File: config.mk
export PLATFORM = sky130hd
export DESIGN_NAME = tlm_hdl2hvl_arb_flat
export DESIGN_NICKNAME = d
export VERILOG_FILES = /design/src/rtl/tlm_hdl2hvl_arb_if.sv /design/src/rtl/tlm_hdl2hvl_arb.sv /design/src/flat_wrapper.sv
export SDC_FILE = /design/constraint.sdc
export NUM_CORES = 1
export LEC_CHECK = 0
export ABC_AREA = 1
export CAP_MARGIN = 10
export CORE_ASPECT_RATIO = 1.4
export CORE_MARGIN = 4
export CORE_UTILIZATION = 35
export CTS_BUF_LIST = sky130_fd_sc_hd__clkbuf_2 sky130_fd_sc_hd__clkbuf_4 sky130_fd_sc_hd__clkbuf_8
export DETAILED_ROUTE_END_ITERATION = 10
export GPL_ROUTABILITY_DRIVEN = 0
export PLACE_DENSITY = 0.74
export SYNTH_ARGS = -nofsm -noshare
export SYNTH_HDL_FRONTEND = slang
export SYNTH_SLANG_ARGS = --single-unit
export TNS_END_PERCENT = 1
File: constraint.sdc
create_clock -name clock -period 6.7 [get_ports clock]
set_input_delay 1.34 -clock clock [delete_from_list [all_inputs] [get_ports clock]]
set_output_delay 1.34 -clock clock [all_outputs]
set_load 0.02 [all_outputs]
File: src/rtl/tlm_hdl2hvl_arb_if.sv
// Bundle between HDL-side producers, the arbiter and the fifo input port.
// The arbiter takes the slave view; producers/fifo (or a bench) take master.
interface tlm_hdl2hvl_arb_if #(
    parameter int Nreq   = 4,
    parameter int Twidth = 32
);
    localparam int IDW = $clog2(Nreq);

    logic [Nreq-1:0]        req_valid;
    logic [Nreq-1:0]        req_ready;
    logic [Nreq*Twidth-1:0] req_dat;
    logic                   valid;
    logic                   ready;
    logic [Twidth-1:0]      dat_o;
    logic [IDW-1:0]         id_o;

    modport master (
        output req_valid, req_dat, ready,
        input  req_ready, valid, dat_o, id_o
    );

    modport slave (
        input  req_valid, req_dat, ready,
        output req_ready, valid, dat_o, id_o
    );
endinterface

File: src/rtl/tlm_hdl2hvl_arb.sv
// Round-robin arbiter with burst locking feeding one fifo input through a
// single registered output stage; each beat carries its source index.
module tlm_hdl2hvl_arb #(
    parameter int Nreq   = 4,
    parameter int Twidth = 32,
    parameter int Tburst = 2
) (
    input logic              clock,
    input logic              reset,
    tlm_hdl2hvl_arb_if.slave bus
);
    localparam int IDW = $clog2(Nreq);
    localparam int CW  = $clog2(Tburst + 1);

    typedef enum logic {OPEN, LOCKED} lock_t;

    lock_t             state_reg, state_next;
    logic              valid_reg, valid_next;
    logic [Twidth-1:0] dat_reg,   dat_next;
    logic [IDW-1:0]    id_reg,    id_next;
    logic [IDW-1:0]    cur_reg,   cur_next;
    logic [IDW-1:0]    last_reg,  last_next;
    logic [CW-1:0]     cnt_reg,   cnt_next;

    logic [Twidth-1:0] lane [Nreq];
    logic              load_en, any_valid, owner_hit, found;
    logic [IDW-1:0]    rr_sel, sel, scan_idx;

    for (genvar gi = 0; gi < Nreq; gi++) begin : g_lane
        assign lane[gi] = bus.req_dat[gi*Twidth +: Twidth];
    end

    // Selection: stay with the owner while it is locked and still valid,
    // otherwise scan round-robin starting just after the last grant.
    always_comb begin
        load_en   = !valid_reg || bus.ready;
        any_valid = |bus.req_valid;
        owner_hit = (state_reg == LOCKED) && bus.req_valid[cur_reg];
        rr_sel    = last_reg;
        found     = 1'b0;
        scan_idx  = '0;
        for (int k = 1; k <= Nreq; k++) begin
            scan_idx = (int'(last_reg) + k >= Nreq) ? IDW'(int'(last_reg) + k - Nreq)
                                                    : IDW'(int'(last_reg) + k);
            if (!found && bus.req_valid[scan_idx]) begin
                rr_sel = scan_idx;
                found  = 1'b1;
            end
        end
        sel = owner_hit ? cur_reg : rr_sel;
    end

    always_comb begin
        bus.req_ready = '0;
        if (load_en && any_valid && !reset)
            bus.req_ready = Nreq'(1) << sel;
    end

    always_comb begin
        state_next = state_reg;
        valid_next = valid_reg;
        dat_next   = dat_reg;
        id_next    = id_reg;
        cur_next   = cur_reg;
        last_next  = last_reg;
        cnt_next   = cnt_reg;
        if (load_en && any_valid) begin
            valid_next = 1'b1;
            dat_next   = lane[sel];
            id_next    = sel;
            last_next  = sel;
            if (owner_hit) begin
                cnt_next = cnt_reg + CW'(1);
            end else begin
                cnt_next = CW'(1);
                cur_next = sel;
            end
            state_next = (cnt_next < CW'(Tburst)) ? LOCKED : OPEN;
        end else if (load_en) begin
            valid_next = 1'b0;
            if (!owner_hit)
                state_next = OPEN;
        end
    end

    always_ff @(posedge clock or posedge reset) begin
        if (reset) begin
            state_reg <= OPEN;
            valid_reg <= 1'b0;
            dat_reg   <= '0;
            id_reg    <= '0;
            cur_reg   <= '0;
            last_reg  <= IDW'(Nreq - 1);
            cnt_reg   <= '0;
        end else begin
            state_reg <= state_next;
            valid_reg <= valid_next;
            dat_reg   <= dat_next;
            id_reg    <= id_next;
            cur_reg   <= cur_next;
            last_reg  <= last_next;
            cnt_reg   <= cnt_next;
        end
    end

    assign bus.valid = valid_reg;
    assign bus.dat_o = dat_reg;
    assign bus.id_o  = id_reg;
endmodule

File: src/flat_wrapper.sv
// flat-port wrapper written by rule: the top's interface ports become plain ports
module tlm_hdl2hvl_arb_flat 
#(
    parameter int Nreq   = 4,
    parameter int Twidth = 32,
    parameter int Tburst = 2
)
  (clock, reset, bus_req_valid, bus_req_dat, bus_ready, bus_req_ready, bus_valid, bus_dat_o, bus_id_o);
  tlm_hdl2hvl_arb_if #(.Nreq(Nreq), .Twidth(Twidth)) bus_i ();
  input logic clock;
  input logic reset;
  input wire logic [$bits(bus_i.req_valid)-1:0] bus_req_valid;
  input wire logic [$bits(bus_i.req_dat)-1:0] bus_req_dat;
  input wire logic [$bits(bus_i.ready)-1:0] bus_ready;
  output wire logic [$bits(bus_i.req_ready)-1:0] bus_req_ready;
  output wire logic [$bits(bus_i.valid)-1:0] bus_valid;
  output wire logic [$bits(bus_i.dat_o)-1:0] bus_dat_o;
  output wire logic [$bits(bus_i.id_o)-1:0] bus_id_o;
  assign bus_i.req_valid = bus_req_valid;
  assign bus_i.req_dat = bus_req_dat;
  assign bus_i.ready = bus_ready;
  assign bus_req_ready = bus_i.req_ready;
  assign bus_valid = bus_i.valid;
  assign bus_dat_o = bus_i.dat_o;
  assign bus_id_o = bus_i.id_o;
  tlm_hdl2hvl_arb #(.Nreq(Nreq), .Twidth(Twidth), .Tburst(Tburst)) u_core (.clock(clock), .reset(reset), .bus(bus_i));
endmodule
==> reports/qor.txt <==
status: completed
Core Area: 0.00946 sq mm
Diodes inserted: 0
CTS max path bufs: 2
share of post-route cells with drive strength above 1: 0.0606
Int Pwr: 1190 uW
Vias: 4107
mapped cell area: 0.00341 sq mm
Post-synth top flop: dfrtp_1
CP top delay family: simple AND/OR/NAND/NOR gates
initial drt markers: 218
Worst VDD drop: 510 uV
I/O pin count: 174
Total GRT Usage: 0.206
area of the multi-input gates: 0.00186 sq mm
Final Hold Fails: 0
TNS Setup: 0 ns
Synth Warn #: 0
Tmin final: 5.54 ns
RSZ-0062 raised after global routing: false
crit-path cells: clkdlybuf4s50_1, a21oi_1, nand2_1, nand3_4, inv_2, nand2_2, nand2_4, nor3_1, clkdlybuf4s50_1
max incr delay on CP: 0.65 ns
H-tree Lvls: 2
final wirelength: 12.1 mm
Setup crit end kind: primary output
DRC violations left: 0
max frequency: 0.181 GHz
EDFF count, synth: 0
slowest CP cell: clkdlybuf4s50_1
Yosys reg bits: 42
worst-path maximum fanout: 35
clock transition at the registers of the reported paths: 0.09 ns
Area contributors post-synth: dfrtp_1 29%, nand2_1 25%, nand3_1 20%, inv_1 7.6%, nand2_2 3.5%
routed len/inst: 14.7 um
FP Rows: 42
Switching Share: 0.560
initial antenna violation count: 0
CP Data Required Time: 5.36 ns
Least-Margin Pin Slew: 1.12 ns
total power divided by cell area: 523 mW/mm^2
max_cap viols: 0
vias per cell: 5.01
vias in the first global route: 4126
crit path DAT: 4.20 ns
Synth async-reset ratio: 1.00
CTS root buffer: clkbuf_8
Synth area leader: dfrtp_1
synthesized net count: 693
net switching power: 1510 uW
WS Path Type: primary input to primary output
Crit path buffers/inverters: 3
Worst Setup Start Kind: primary input
hold_buf cts: 0
skew final: 0.0102 ns
setup violators final: 0
share of power burned in registers: 0.178
Clock Latency Late Sink: 0.29 ns
sequential cell area: 0.00105 sq mm
Chip Width: 91.4 um
most frequent cells in the layout: 226 x nand2_1, 173 x clkdlybuf4s50_1, 137 x nand3_1
commonest non-fill, non-tap cell in the layout: nand2_1
Comb power frac: 0.757
Slew Viols, Final: 0
# resized after CTS: 0
Initial Util: 0.360
library cells used by synthesis: 25
Syn Inst Count: 558
# clock sinks: 42
DIE AREA: 0.0114 sq mm
placed wire-length estimate: 8.91 mm
ANT nets after route: 0
grt ovf: 0
synth-to-layout area growth: 51.8%
post-CTS setup buffer count: 0
number of CTS-inserted buffers: 5
first-pass GRT wire length: 19.5 mm
largest net degree at the start of global routing: 43
sequential area share after synthesis: 0.309
Rel. slew slack: 0.251
leakage: 0.00265 uW
Final Power: 2700 uW
final net count: 843
Hold Path Class: flip-flop to flip-flop
final period utilization: 0.827
Clock Power Share: 0.065
max reg flops: 32
TritonCTS clock tree: done
Die Y-Extent: 125 um
drt pass-1 iters: 7
# fillers: 958
mean post-synth cell area: 6.10 sq um
Buffers on Ports: 173
Worst path most repeated cell: clkdlybuf4s50_1
Synth top area share: 0.294
==> layer usage <==
metal	routed length [um]	GRT usage
met1	4860	0.242
met2	6270	0.381
met3	677	0.0344
met5	0	0
met4	247	0.0595
==> Yosys cell counts, types with 2 or more instances <==
library cell	number
nand2_2	19
clkbuf_1	4
nor3_1	4
nand2_4	2
nand2_1	226
buf_2	12
buf_6	7
o21ai_0	4
inv_2	3
nand3_4	3
nor2_1	6
a21oi_1	3
dfrtp_1	40
inv_1	69
buf_4	9
nand3_1	137
dfstp_2	2
==> worst reg2reg max path: stages (launching register included) <==
cell and delay [ns]:
dfrtp_1 0.39, inv_1 0.07, nor2_1 0.07, nor2_4 0.12
buf_4 0.40, clkinv_1 1.03, o21ai_0 0.48
==> power groups by stage <==
stage	Combinational (uW)	Clock, uW	Sequential [uW]
after global placement	1980	0	481
after CTS	2050	183	479
after floorplan	1480	0	593
final	2050	176	480
after global routing	2290	191	498
after detailed placement	2050	0	483
==> through the flow <==
| stage | hold WS (ns) | utilization | std cells | setup WS [ns] | cell area, sq um |
|---|---|---|---|---|---|
| after floorplan | 0.462 | - | 558 | 2.33 | 3410 |
| after global placement | 0.462 | 0.537 | 811 | 1.34 | 5080 |
| after detailed placement | 0.464 | 0.537 | 811 | 1.22 | 5080 |
| after CTS | 0.486 | 0.547 | 819 | 1.22 | 5170 |
| after global routing | 0.500 | 0.547 | 819 | 1.03 | 5170 |
| final | 0.485 | 0.547 | 819 | 1.16 | 5170 |
==> layout make-up <==
type / count / share of cell area
timing repair buffer: 175 / 0.338
multi-input combinational: 410 / 0.359
tap: 110 / 0.0266
inverter: 74 / 0.0547
clock buffer: 6 / 0.0160
sequential: 42 / 0.204
clock inverter: 2 / 0.00242
==> path summary, 6_finish.rpt <==
| path | start | to | slack, ns | cells past startpoint |
|---|---|---|---|---|
| setup reg to reg | u_core.bus.valid$_DFFE_PP0P_ | u_core.state_reg$_DFFE_PP0P_ | 4.03 | 6 |
| min in group asynchronous | reset | u_core.bus.dat_o[7]$_DFFE_PP0P_ | 1.55 | 3 |
| hold / removal | u_core.bus.dat_o[27]$_DFFE_PP0P_ | u_core.bus.dat_o[27]$_DFFE_PP0P_ | 0.48 | 2 |
| setup / recovery | bus_req_valid[1] | bus_req_ready[1] | 1.16 | 9 |
| max in group asynchronous | reset | u_core.last_reg[0]$_DFFE_PP1P_ | 4.75 | 3 |
| hold reg to reg | u_core.bus.dat_o[27]$_DFFE_PP0P_ | u_core.bus.dat_o[27]$_DFFE_PP0P_ | 0.48 | 2 |
==> cells by family (layout without fill, tap and decap cells) <==
| group | Yosys count | count (layout) | synth area share |
|---|---|---|---|
| flip-flops | 42 | 42 | 0.309 |
| AND/OR/NAND/NOR | 400 | 400 | 0.525 |
| AO/OA/AOI/OAI | 9 | 9 | 0.0147 |
| XOR/XNOR | 1 | 1 | 0.00257 |
| buffers and inverters | 106 | 257 | 0.148 |
Note: power is estimated with default switching activity, not from simulation.
